==> src/rtl/jtag_pkg.sv <==
// rtl/jtag_pkg.sv - TAP state codes, standard IR opcodes and opcode legality helper
// Contents:
//   TAP_*      : 4-bit TAP controller state codes (all 16 codes defined)
//   OP_*       : standard instruction opcodes, zero-extended to 8 bits
//   is_legal() : looks up an opcode in an implemented-opcode bit mask
package jtag_pkg;

    localparam logic [3:0] TAP_EXIT2_DR   = 4'h0;
    localparam logic [3:0] TAP_EXIT1_DR   = 4'h1;
    localparam logic [3:0] TAP_SHIFT_DR   = 4'h2;
    localparam logic [3:0] TAP_PAUSE_DR   = 4'h3;
    localparam logic [3:0] TAP_SELECT_IR  = 4'h4;
    localparam logic [3:0] TAP_UPDATE_DR  = 4'h5;
    localparam logic [3:0] TAP_CAPTURE_DR = 4'h6;
    localparam logic [3:0] TAP_SELECT_DR  = 4'h7;
    localparam logic [3:0] TAP_EXIT2_IR   = 4'h8;
    localparam logic [3:0] TAP_EXIT1_IR   = 4'h9;
    localparam logic [3:0] TAP_SHIFT_IR   = 4'hA;
    localparam logic [3:0] TAP_PAUSE_IR   = 4'hB;
    localparam logic [3:0] TAP_RTI        = 4'hC;
    localparam logic [3:0] TAP_UPDATE_IR  = 4'hD;
    localparam logic [3:0] TAP_CAPTURE_IR = 4'hE;
    localparam logic [3:0] TAP_TLR        = 4'hF;

    localparam logic [7:0] OP_BYPASS   = 8'h00;
    localparam logic [7:0] OP_SAMPLE   = 8'h01;
    localparam logic [7:0] OP_PRELOAD  = 8'h02;
    localparam logic [7:0] OP_EXTEST   = 8'h03;
    localparam logic [7:0] OP_INTEST   = 8'h04;
    localparam logic [7:0] OP_RUNBIST  = 8'h05;
    localparam logic [7:0] OP_CLAMP    = 8'h06;
    localparam logic [7:0] OP_IDCODE   = 8'h07;
    localparam logic [7:0] OP_USERCODE = 8'h08;
    localparam logic [7:0] OP_HIGHZ    = 8'h09;

    // Opcode and mask are passed at the widest supported size (8-bit IR,
    // 256-entry mask); callers zero-extend their narrower values.
    function automatic logic is_legal(input logic [7:0] op, input logic [255:0] mask);
        return mask[op];
    endfunction

endpackage

==> src/rtl/jtag_ir_decode.sv <==
// rtl/jtag_ir_decode.sv - opcode legality check and DR-select decode
// Ports:
//   op_i         : candidate opcode (shift stage contents)
//   legal_o      : 1 when op_i is an implemented opcode
//   ir_i         : instruction to decode (next-state or current JTAG_IR)
//   sel_bypass_o : ir_i selects the bypass register (BYPASS_OP or all ones)
//   sel_idcode_o : ir_i selects the IDCODE register
module jtag_ir_decode
    import jtag_pkg::*;
#(
    parameter int                       IR_WIDTH    = 4,
    parameter logic [IR_WIDTH-1:0]      BYPASS_OP   = 'h0,
    parameter logic [IR_WIDTH-1:0]      IDCODE_OP   = 'h7,
    parameter logic [2**IR_WIDTH-1:0]   OPCODE_MASK = 'h03FF
) (
    input  logic [IR_WIDTH-1:0] op_i,
    output logic                legal_o,
    input  logic [IR_WIDTH-1:0] ir_i,
    output logic                sel_bypass_o,
    output logic                sel_idcode_o
);

    assign legal_o      = is_legal(8'(op_i), 256'(OPCODE_MASK));
    // All-ones is the mandatory BYPASS encoding regardless of BYPASS_OP.
    assign sel_bypass_o = (ir_i == BYPASS_OP) || (&ir_i);
    assign sel_idcode_o = (ir_i == IDCODE_OP);

endmodule

==> src/rtl/jtag_ir_reg.sv <==
// rtl/jtag_ir_reg.sv - JTAG instruction register with capture, shift and update stages
// Ports:
//   TCK, rst       : test clock, synchronous active-high reset
//   TDI, TDO       : serial in / serial out (shift[0]), TDO_EN high in Shift-IR
//   state          : TAP state code from the TAP controller
//   CAPTURE_STATUS : status bits loaded into shift[IR_WIDTH-1:2] at Capture-IR
//   JTAG_IR        : current instruction
//   IR_UPDATED     : one-cycle pulse when JTAG_IR is loaded
//   IR_REJECTED    : one-cycle pulse when an update is refused or substituted
//   SHIFT_ERR      : sticky short-shift flag, cleared at Capture-IR
//   SEL_BYPASS     : registered BYPASS decode of JTAG_IR
//   SEL_IDCODE     : registered IDCODE decode of JTAG_IR
module jtag_ir_reg
    import jtag_pkg::*;
#(
    parameter int                       IR_WIDTH    = 4,
    parameter logic [IR_WIDTH-1:0]      IDCODE_OP   = 'h7,
    parameter logic [IR_WIDTH-1:0]      BYPASS_OP   = 'h0,
    parameter logic [2**IR_WIDTH-1:0]   OPCODE_MASK = 'h03FF,
    parameter bit                       STRICT_LEN  = 1'b1
) (
    input  logic                TCK,
    input  logic                rst,
    input  logic                TDI,
    input  logic [3:0]          state,
    input  logic [IR_WIDTH-3:0] CAPTURE_STATUS,
    output logic                TDO,
    output logic                TDO_EN,
    output logic [IR_WIDTH-1:0] JTAG_IR,
    output logic                IR_UPDATED,
    output logic                IR_REJECTED,
    output logic                SHIFT_ERR,
    output logic                SEL_BYPASS,
    output logic                SEL_IDCODE
);

    localparam int                  CNT_W     = $clog2(IR_WIDTH + 1);
    localparam logic [CNT_W-1:0]    CNT_MAX   = CNT_W'(IR_WIDTH);
    localparam logic [IR_WIDTH-1:0] SHIFT_RST = IR_WIDTH'(1);
    localparam logic                RST_SEL_BYPASS = (IDCODE_OP == BYPASS_OP) || (&IDCODE_OP);

    logic [IR_WIDTH-1:0] shift_q, shift_d;
    logic [IR_WIDTH-1:0] ir_q, ir_d;
    logic [CNT_W-1:0]    cnt_q, cnt_d;
    logic                upd_q, upd_d;
    logic                rej_q, rej_d;
    logic                err_q, err_d;
    logic                sel_byp_q, sel_byp_d;
    logic                sel_id_q, sel_id_d;

    logic [IR_WIDTH-1:0] capture_val;
    logic                op_legal;

    // Bits [1:0] are the fixed 01 pattern, so a board test sees 1 then 0 first.
    generate
        if (IR_WIDTH > 2) begin : g_cap_status
            assign capture_val = {CAPTURE_STATUS, 2'b01};
        end else begin : g_cap_fixed
            assign capture_val = SHIFT_RST;
        end
    endgenerate

    // SEL_* are decoded from ir_d so they change on the same edge as JTAG_IR.
    jtag_ir_decode #(
        .IR_WIDTH    (IR_WIDTH),
        .BYPASS_OP   (BYPASS_OP),
        .IDCODE_OP   (IDCODE_OP),
        .OPCODE_MASK (OPCODE_MASK)
    ) u_decode (
        .op_i         (shift_q),
        .legal_o      (op_legal),
        .ir_i         (ir_d),
        .sel_bypass_o (sel_byp_d),
        .sel_idcode_o (sel_id_d)
    );

    always_comb begin
        shift_d = shift_q;
        ir_d    = ir_q;
        cnt_d   = cnt_q;
        err_d   = err_q;
        upd_d   = 1'b0;
        rej_d   = 1'b0;
        if (state == TAP_TLR) begin
            // Test-Logic-Reset behaves exactly like rst for every cycle it is held.
            shift_d = SHIFT_RST;
            ir_d    = IDCODE_OP;
            cnt_d   = '0;
            err_d   = 1'b0;
        end else begin
            case (state)
                TAP_CAPTURE_IR: begin
                    shift_d = capture_val;
                    cnt_d   = '0;
                    err_d   = 1'b0;
                end
                TAP_SHIFT_IR: begin
                    shift_d = {TDI, shift_q[IR_WIDTH-1:1]};
                    if (cnt_q != CNT_MAX) begin
                        cnt_d = cnt_q + CNT_W'(1);
                    end
                end
                TAP_UPDATE_IR: begin
                    if (STRICT_LEN && (cnt_q < CNT_MAX)) begin
                        rej_d = 1'b1;
                        err_d = 1'b1;
                    end else if (!op_legal) begin
                        // Unimplemented opcodes fall back to BYPASS so the
                        // scan chain stays one bit long and predictable.
                        ir_d  = BYPASS_OP;
                        rej_d = 1'b1;
                        upd_d = 1'b1;
                    end else begin
                        ir_d  = shift_q;
                        upd_d = 1'b1;
                    end
                end
                default: ;
            endcase
        end
    end

    always_ff @(posedge TCK) begin
        if (rst) begin
            shift_q   <= SHIFT_RST;
            ir_q      <= IDCODE_OP;
            cnt_q     <= '0;
            upd_q     <= 1'b0;
            rej_q     <= 1'b0;
            err_q     <= 1'b0;
            sel_byp_q <= RST_SEL_BYPASS;
            sel_id_q  <= 1'b1;
        end else begin
            shift_q   <= shift_d;
            ir_q      <= ir_d;
            cnt_q     <= cnt_d;
            upd_q     <= upd_d;
            rej_q     <= rej_d;
            err_q     <= err_d;
            sel_byp_q <= sel_byp_d;
            sel_id_q  <= sel_id_d;
        end
    end

    assign TDO         = shift_q[0];
    assign TDO_EN      = (state == TAP_SHIFT_IR);
    assign JTAG_IR     = ir_q;
    assign IR_UPDATED  = upd_q;
    assign IR_REJECTED = rej_q;
    assign SHIFT_ERR   = err_q;
    assign SEL_BYPASS  = sel_byp_q;
    assign SEL_IDCODE  = sel_id_q;

endmodule
==> config.mk <==
export PLATFORM = sky130hd
export DESIGN_NAME = jtag_ir_reg
export DESIGN_NICKNAME = d
export VERILOG_FILES = /design/src/rtl/jtag_pkg.sv /design/src/rtl/jtag_ir_decode.sv /design/src/rtl/jtag_ir_reg.sv
export SDC_FILE = /design/constraint.sdc
export NUM_CORES = 1
export LEC_CHECK = 0
export ABC_CLOCK_PERIOD_IN_PS = 5000
export CAP_MARGIN = 20
export CORE_MARGIN = 4
export CORE_UTILIZATION = 47
export CTS_CLUSTER_SIZE = 30
export DETAILED_ROUTE_END_ITERATION = 8
export PLACE_DENSITY = 0.85
export SLEW_MARGIN = 10
export SYNTH_ARGS = -nofsm -noshare
export SYNTH_HDL_FRONTEND = slang
export SYNTH_HIERARCHICAL = 1
export SYNTH_SLANG_ARGS = --single-unit
==> constraint.sdc <==
create_clock -name TCK -period 5 [get_ports TCK]
set_input_delay 0.75 -clock TCK [delete_from_list [all_inputs] [get_ports TCK]]
set_output_delay 0.75 -clock TCK [all_outputs]
set_load 0.05 [all_outputs]
==> metrics.md, run 1 <==
| Metric | Value |
|---|---|
| Outcome | finished, final reports clean |
| Sequential area share after synthesis | 0.384 |
| Cell taking the most area after synthesis | dfxtp_1 |
| GPL Wtd Cong | 0.783 |
| Skew final | 1.54 ps |
| Most used cell, CP | clkdlybuf4s50_1 |
| RR Endpoint | SEL_BYPASS$_SDFF_PP0_ |
| Core area | 1590 sq um |
| DRC violation count after routing | 0 |
| Initial Util | 0.523 |
| Die area | 2510 sq um |
| Final hold slack | 503 ps |
| Synth top area share | 0.384 |
| Worst path cell trace | clkdlybuf4s50_1 > and4bb_2 > clkdlybuf4s50_1 |
| Wirelength per Cell | approximately 14 um |
| Cell Area, Synth | 833 sq um |
| Initial antenna violation count | 0 |
| PortBufs | 19 |
| Detail Route Antenna Nets | 0 |
| Most common cell in the netlist | dfxtp_1 |
| Min-delay worst type | reg2reg |
| Synth Register Bits | 16 |
| TritonRoute pass-1 iters | 4 |
| M2 GR Usage | 0.265 |
| Yosys Warn Count | 6 |
| Slowest cell delay on critical path | 810 ps |
| Worst Hold Endpoint | cnt_q[0]$_SDFFE_PP0P_ |
| Root Driver | clkbuf_4 |
| Met1 Track Usage GR | 0.180 |
| Routed vias | about 770 |
| Busiest layer in global routing | met2 |
| Total Routed Length | between 1500 and 2000 um |
| Synth Area per Inst | 9.16 sq um |
| Worst-skew pair later-pin latency | 290 ps |
| Cts bufs inserted | 3 |
| Fin util | 0.651 |
| P_leak | just under 0.0004 uW |
| F_max | approximately 290 MHz |
| Syn_nets | 102 |
| Setup TNS | 0 ps |
| WHS Path Cells | 2 |
| FF-to-FF Start | shift_q[2]$_SDFFE_PP0P_ |
| Fin crit share | 0.687 |
| Gr ovfl total | 0 |
| Final count of hold timing violations | 0 |
| Worst EP arrival | 2680 ps |
| Critical Path RT | 4250 ps |
| Row Count | 14 |
| RSZ-0062 raised after global routing | no |
| Top Ports | 20 |
| HPWL after detailed placement | 1350 um |
| Tmin final | 3430 ps |
| Netlist cell types | 35 |
| Iter 0 DRT Violations | 19 |
| Clock slew at reported path FFs | about 80 ps |
| M3 GR Usage | 0.0813 |
| Max Cap Violations | 0 |
| Ys async rst share | 0 |
| Worst reg2reg setup slack | 3090 ps |
| Final slew viol count | 0 |
| Maximum VDD drop | between 0.15 and 0.2 mV |
| Largest net degree at the start of global routing | 15 |
| GRT Total Usage | 0.164 |
| Hold_buf cts | 0 |
| Crit path launch type | input port |
| Crit-path max FO | 14 |
| Die W | 50.1 um |
| Ys flop type | dfxtp_1 |
| Slew HR | 0.650 |
| Crit Path Class | in2out |
| Vias/cell | 5.75 |
| Top cells by area, synth | dfxtp_1 (38%), a21oi_1 (7.2%), a221o_1 (3.6%) |
| Vias in the first global route | 768 |
| CTS resizes | 0 |
| Die height | 50.1 um |
| HP Start | cnt_q[0]$_SDFFE_PP0P_ |
| CTS tree | yes |
| Top post-synthesis cells by count | dfxtp_1 (16), a21oi_1 (12), inv_1 (6) |
| Layout area overhead | 24.6% |
| Tot Pwr | 226 uW |
| Post-synth EDFFs | 0 |
| Setup violations, final | 0 |
| Antenna fix cells | 0 |
| Critical path's slowest cell | clkdlybuf4s50_1 |
| FF-to-FF path depth | 7 |
| Layout Nets | between 100 and 150 |
| Post CTS Setup Buffer Count | 0 |
| CTS H-Tree Depth | 1 |
| Slew @ Worst Pin | 524 ps |
| Clock sink total | 16 |
| Synthesized instance count | slightly above 90 |
| Layout cells sized above 1 | 0.101 |
| First-pass GRT wire length | 3260 um |
| Pwr/cell area | 218 nW/um^2 |
| Max Root-Sink Buffers | 2 |
| Crit. End Element | primary output |
==> state kept, by name, indices dropped and copies added, names as in the netlist <==
name / flops
JTAG_IR: 4
shift_q: 4
cnt_q: 3
IR_REJECTED: 1
IR_UPDATED: 1
SEL_BYPASS: 1
SEL_IDCODE: 1
SHIFT_ERR: 1
==> logic make-up after synthesis <==
kind of cell / synth area share
flip-flops: 0.384
multiplexers: 0.0240
AND/OR/NAND/NOR: 0.264
adder cells (fa/ha/maj): 0.0300
buffers and inverters: 0.0721
AO/OA/AOI/OAI: 0.225
==> worst max-delay path by stage <==
stage / startpoint / endpoint / cells past startpoint
4_1_cts: state[2] / TDO_EN / 3
2_1_floorplan: state[1] / SEL_BYPASS$_SDFF_PP0_ / 7
6_report: state[2] / TDO_EN / 3
5_1_grt: state[2] / TDO_EN / 3
3_5_place_dp: state[2] / TDO_EN / 3
3_3_place_gp: state[2] / TDO_EN / 3
==> per-layer routing <==
metal  share of wire  vias to the layer above
li1                -                      380
met1            0.40                      346
met2            0.50                       33
met3           0.080                        6
met4           0.019                        0
met5               0                        -
==> per-stage QoR <==
stage,worst slack [ps],cells,cell area (sq um)
final,1570,133,1040
after CTS,1580,133,1040
after global placement,1600,130,1020
after detailed placement,1580,130,1020
after global routing,1490,133,1040
after floorplan,2860,91,833
==> placed cells by master, fill, tap and decap left out <==
| cell type | instances |
|---|---|
| nor3_4 | 1 |
| a211oi_1 | 2 |
| nor2_1 | 4 |
| or2_2 | 2 |
| mux2i_1 | 2 |
| o21ai_0 | 4 |
| nand3_2 | 1 |
| a221o_1 | 3 |
| nand2_1 | 4 |
| and4_1 | 1 |
| nor4_1 | 2 |
| clkbuf_4 | 3 |
| a32o_1 | 1 |
| and3_1 | 1 |
| a41oi_1 | 1 |
| a21oi_1 | 12 |
| nand3_1 | 3 |
| nand4_1 | 1 |
| nor3_1 | 1 |
| a22o_1 | 1 |
| o21ai_2 | 1 |
| ha_1 | 2 |
| nand4_2 | 1 |
| clkdlybuf4s50_1 | 19 |
| nand3b_1 | 3 |
| and3b_1 | 2 |
| nand2_2 | 1 |
| o21bai_1 | 1 |
| a41o_1 | 1 |
| inv_1 | 6 |
| and4bb_2 | 1 |
| or4_1 | 1 |
| a311oi_1 | 1 |
| nor2b_1 | 3 |
| dfxtp_1 | 16 |
==> critical path, delay by kind of cell <==
kind,cells,cell delay [ps]
buf+inv,2,1480
simple gates,1,450
==> layout make-up <==
type / instances / area, sq um
clock buffer: 3 / 22.5
fill: 142 / 556
inverter: 6 / 22.5
multi-input combinational: 65 / 453
sequential: 16 / 320
tap: 24 / 30.0
timing repair buffer: 19 / 190
==> power breakdown <==
part / switching, uW / leakage [uW] / internal [uW]
combinational: 16.5 / 0.000244 / 12.0
clock: 38.3 / 0.0000138 / 28.0
sequential: 2.04 / 0.000130 / 129
total: 56.8 / 0.000387 / 169
(Power assumes the default switching activity.)
==> run 2: changes to the inputs <==
--- a/config.mk
+++ b/config.mk
@@ -5,13 +5,13 @@
 export SDC_FILE = /design/constraint.sdc
 export NUM_CORES = 1
 export LEC_CHECK = 0
-export ABC_CLOCK_PERIOD_IN_PS = 5000
+export ABC_CLOCK_PERIOD_IN_PS = 3100
 export CAP_MARGIN = 20
 export CORE_MARGIN = 4
-export CORE_UTILIZATION = 47
+export CORE_UTILIZATION = 43
 export CTS_CLUSTER_SIZE = 30
 export DETAILED_ROUTE_END_ITERATION = 8
-export PLACE_DENSITY = 0.85
+export PLACE_DENSITY = 0.83
 export SLEW_MARGIN = 10
 export SYNTH_ARGS = -nofsm -noshare
 export SYNTH_HDL_FRONTEND = slang
==> constraint.sdc (replaced) <==
create_clock -name TCK -period 3.1 [get_ports TCK]
set_input_delay 0.465 -clock TCK [delete_from_list [all_inputs] [get_ports TCK]]
set_output_delay 0.465 -clock TCK [all_outputs]
set_load 0.05 [all_outputs]
==> run 2 against run 1 <==
  * Worst hold slack gained 5.2 ps
  * Register-to-register slack got worse by 1900 ps
  * First-iteration DRC count rose by 21%
  * Via count fell by 1.6%
  * Core utilization is 6.2 points lower
  * Critical path type is now in2reg
  * Critical endpoint is now SEL_BYPASS$_SDFF_PP0_
  * Largest cell class unchanged
==> metrics.md, run 2 (synthesis gave the netlist of run 1 again) <==
| Metric | Value |
|---|---|
| Min-delay worst type | reg2reg |
| FF-to-FF Start | shift_q[3]$_SDFFE_PP0P_ |
| TritonRoute pass-1 iters | 4 |
| Die height | 52.0 um |
| Worst reg2reg setup slack | 1210 ps |
| Clock sink total | 16 |
| HP Start | shift_q[1]$_SDFFE_PP0P_ |
| Core area | approximately 1800 sq um |
| Slowest cell delay on critical path | 790 ps |
| Die W | between 50 and 60 um |
| Wirelength per Cell | 12.9 um |
| Critical Path RT | approximately 3300 ps |
| Post CTS Setup Buffer Count | 0 |
| CTS tree | yes |
| Cts bufs inserted | 3 |
| DRC violation count after routing | 0 |
| Pwr/cell area | ~380 nW/um^2 |
| Initial antenna violation count | 0 |
| Routed vias | 753 |
| Detail Route Antenna Nets | 0 |
| RR Endpoint | SEL_BYPASS$_SDFF_PP0_ |
| Setup TNS | 0 ps |
| Largest net degree at the start of global routing | 15 |
| Top Ports | 20 |
| Fin util | 0.589 |
| Crit. End Element | register |
| Worst EP arrival | 2540 ps |
| Critical path's slowest cell | clkdlybuf4s50_1 |
| Tmin final | roughly 2300 ps |
| CTS resizes | 0 |
| GRT Total Usage | 0.140 |
| RSZ-0062 raised after global routing | no |
| Vias in the first global route | around 630 |
| Max Cap Violations | 0 |
| Maximum VDD drop | about 0.28 mV |
| FF-to-FF path depth | 7 |
| Die area | 2710 sq um |
| Root Driver | clkbuf_4 |
| Initial Util | 0.467 |
| P_leak | 0.000396 uW |
| Commonest non-fill, non-tap cells in the layout | clkdlybuf4s50_1 (18), dfxtp_1 (16), a21oi_1 (12) |
| Layout area overhead | 26.1% |
| Most common cell after layout, fill and taps aside | clkdlybuf4s50_1 |
| F_max | 433 MHz |
| Crit path launch type | input port |
| Row Count | 15 |
| PortBufs | 19 |
| Worst-skew pair later-pin latency | 290 ps |
| Layout cells sized above 1 | 0.118 |
| Total Routed Length | ~1700 um |
| Hold_buf cts | 0 |
| Iter 0 DRT Violations | 23 |
| CTS H-Tree Depth | 1 |
| Layout Nets | 122 |
| CP Buf/Inv Count | 1 |
| Outcome | finished, final reports clean |
| Setup violations, final | 0 |
| HPWL after detailed placement | 1290 um |
| GPL Wtd Cong | 0.846 |
| Antenna fix cells | 0 |
| Final count of hold timing violations | 0 |
| Slew HR | 0.662 |
| Max Root-Sink Buffers | 2 |
| WHS Path Cells | 2 |
| First-pass GRT wire length | 2800 um |
| Crit-path max FO | 14 |
| Vias/cell | approximately 5.6 |
| Worst Hold Endpoint | shift_q[1]$_SDFFE_PP0P_ |
| Worst path cell trace | clkdlybuf4s50_1 > and3_1 > nand2_1 > a22o_1 > or4_1 > o21ai_0 > nor2b_1 |
| Crit Path Class | in2reg |
| Skew final | 8.04 ps |
| Slew @ Worst Pin | between 500 and 600 ps |
| CP delay by family, top | simple AND/OR/NAND/NOR gates |
| Final slew viol count | 0 |
| Clock slew at reported path FFs | about 90 ps |
| Fin crit share | 0.746 |
| Gr ovfl total | 0 |
run 2: cell count changes in the layout (fill, tap and decap cells not counted):
cell,change
buf_4,+1
clkdlybuf4s50_1,-1
clkbuf_8,+1
run 2: cell type report:
cell class | instances | area [sq um]
Clock buffer | 4 | 36.3
Fill cell | 169 | 732
Inverter | 6 | 22.5
Multi-Input combinational cell | 65 | 453
Sequential cell | 16 | 320
Tap cell | 25 | 31.3
Timing Repair Buffer | 19 | 188
run 2: power by group:
part / switching [uW] / internal (uW) / leakage (uW)
clock network: 65.8 / 71.6 / 0.0000210
logic: 26.7 / 19.2 / 0.000246
registers: 2.95 / 208 / 0.000130
total: 95.4 / 299 / 0.000396
run 2: worst min-delay path, cell delays in order, from the launching register on:
cell and delay [ps]:
dfxtp_1 350, nand2_1 70, a21oi_1 50
run 2: routing by layer:
metal  vias to the layer above  track usage  wire, um
met5                         -            0         0
met4                         0       0.0393        10
met3                         2       0.0630       118
met2                        27        0.228       858
met1                       347        0.163       751
li1                        377            -         -
run 2: through the flow:
stage / hold WS [ps] / std cells / instance area [sq um] / setup slack [ps] / power [uW]
2_1_floorplan: 466 / 91 / 833 / 1250 / 245
3_3_place_gp: 483 / 131 / 1010 / 549 / 261
3_5_place_dp: 493 / 131 / 1010 / 486 / 262
4_1_cts: 505 / 135 / 1050 / 799 / 398
5_1_grt: 534 / 135 / 1050 / 613 / 414
6_report: 509 / 135 / 1050 / 788 / 395
run 2: worst max path at each step:
| stage | from | endpoint | cells past startpoint |
|---|---|---|---|
| detailed placement | state[2] | SEL_BYPASS$_SDFF_PP0_ | 7 |
| CTS | state[2] | SEL_BYPASS$_SDFF_PP0_ | 7 |
| floorplan | state[1] | SEL_BYPASS$_SDFF_PP0_ | 7 |
| global placement | state[2] | SEL_BYPASS$_SDFF_PP0_ | 7 |
| finish | state[2] | SEL_BYPASS$_SDFF_PP0_ | 7 |
| global route | state[2] | SEL_BYPASS$_SDFF_PP0_ | 7 |
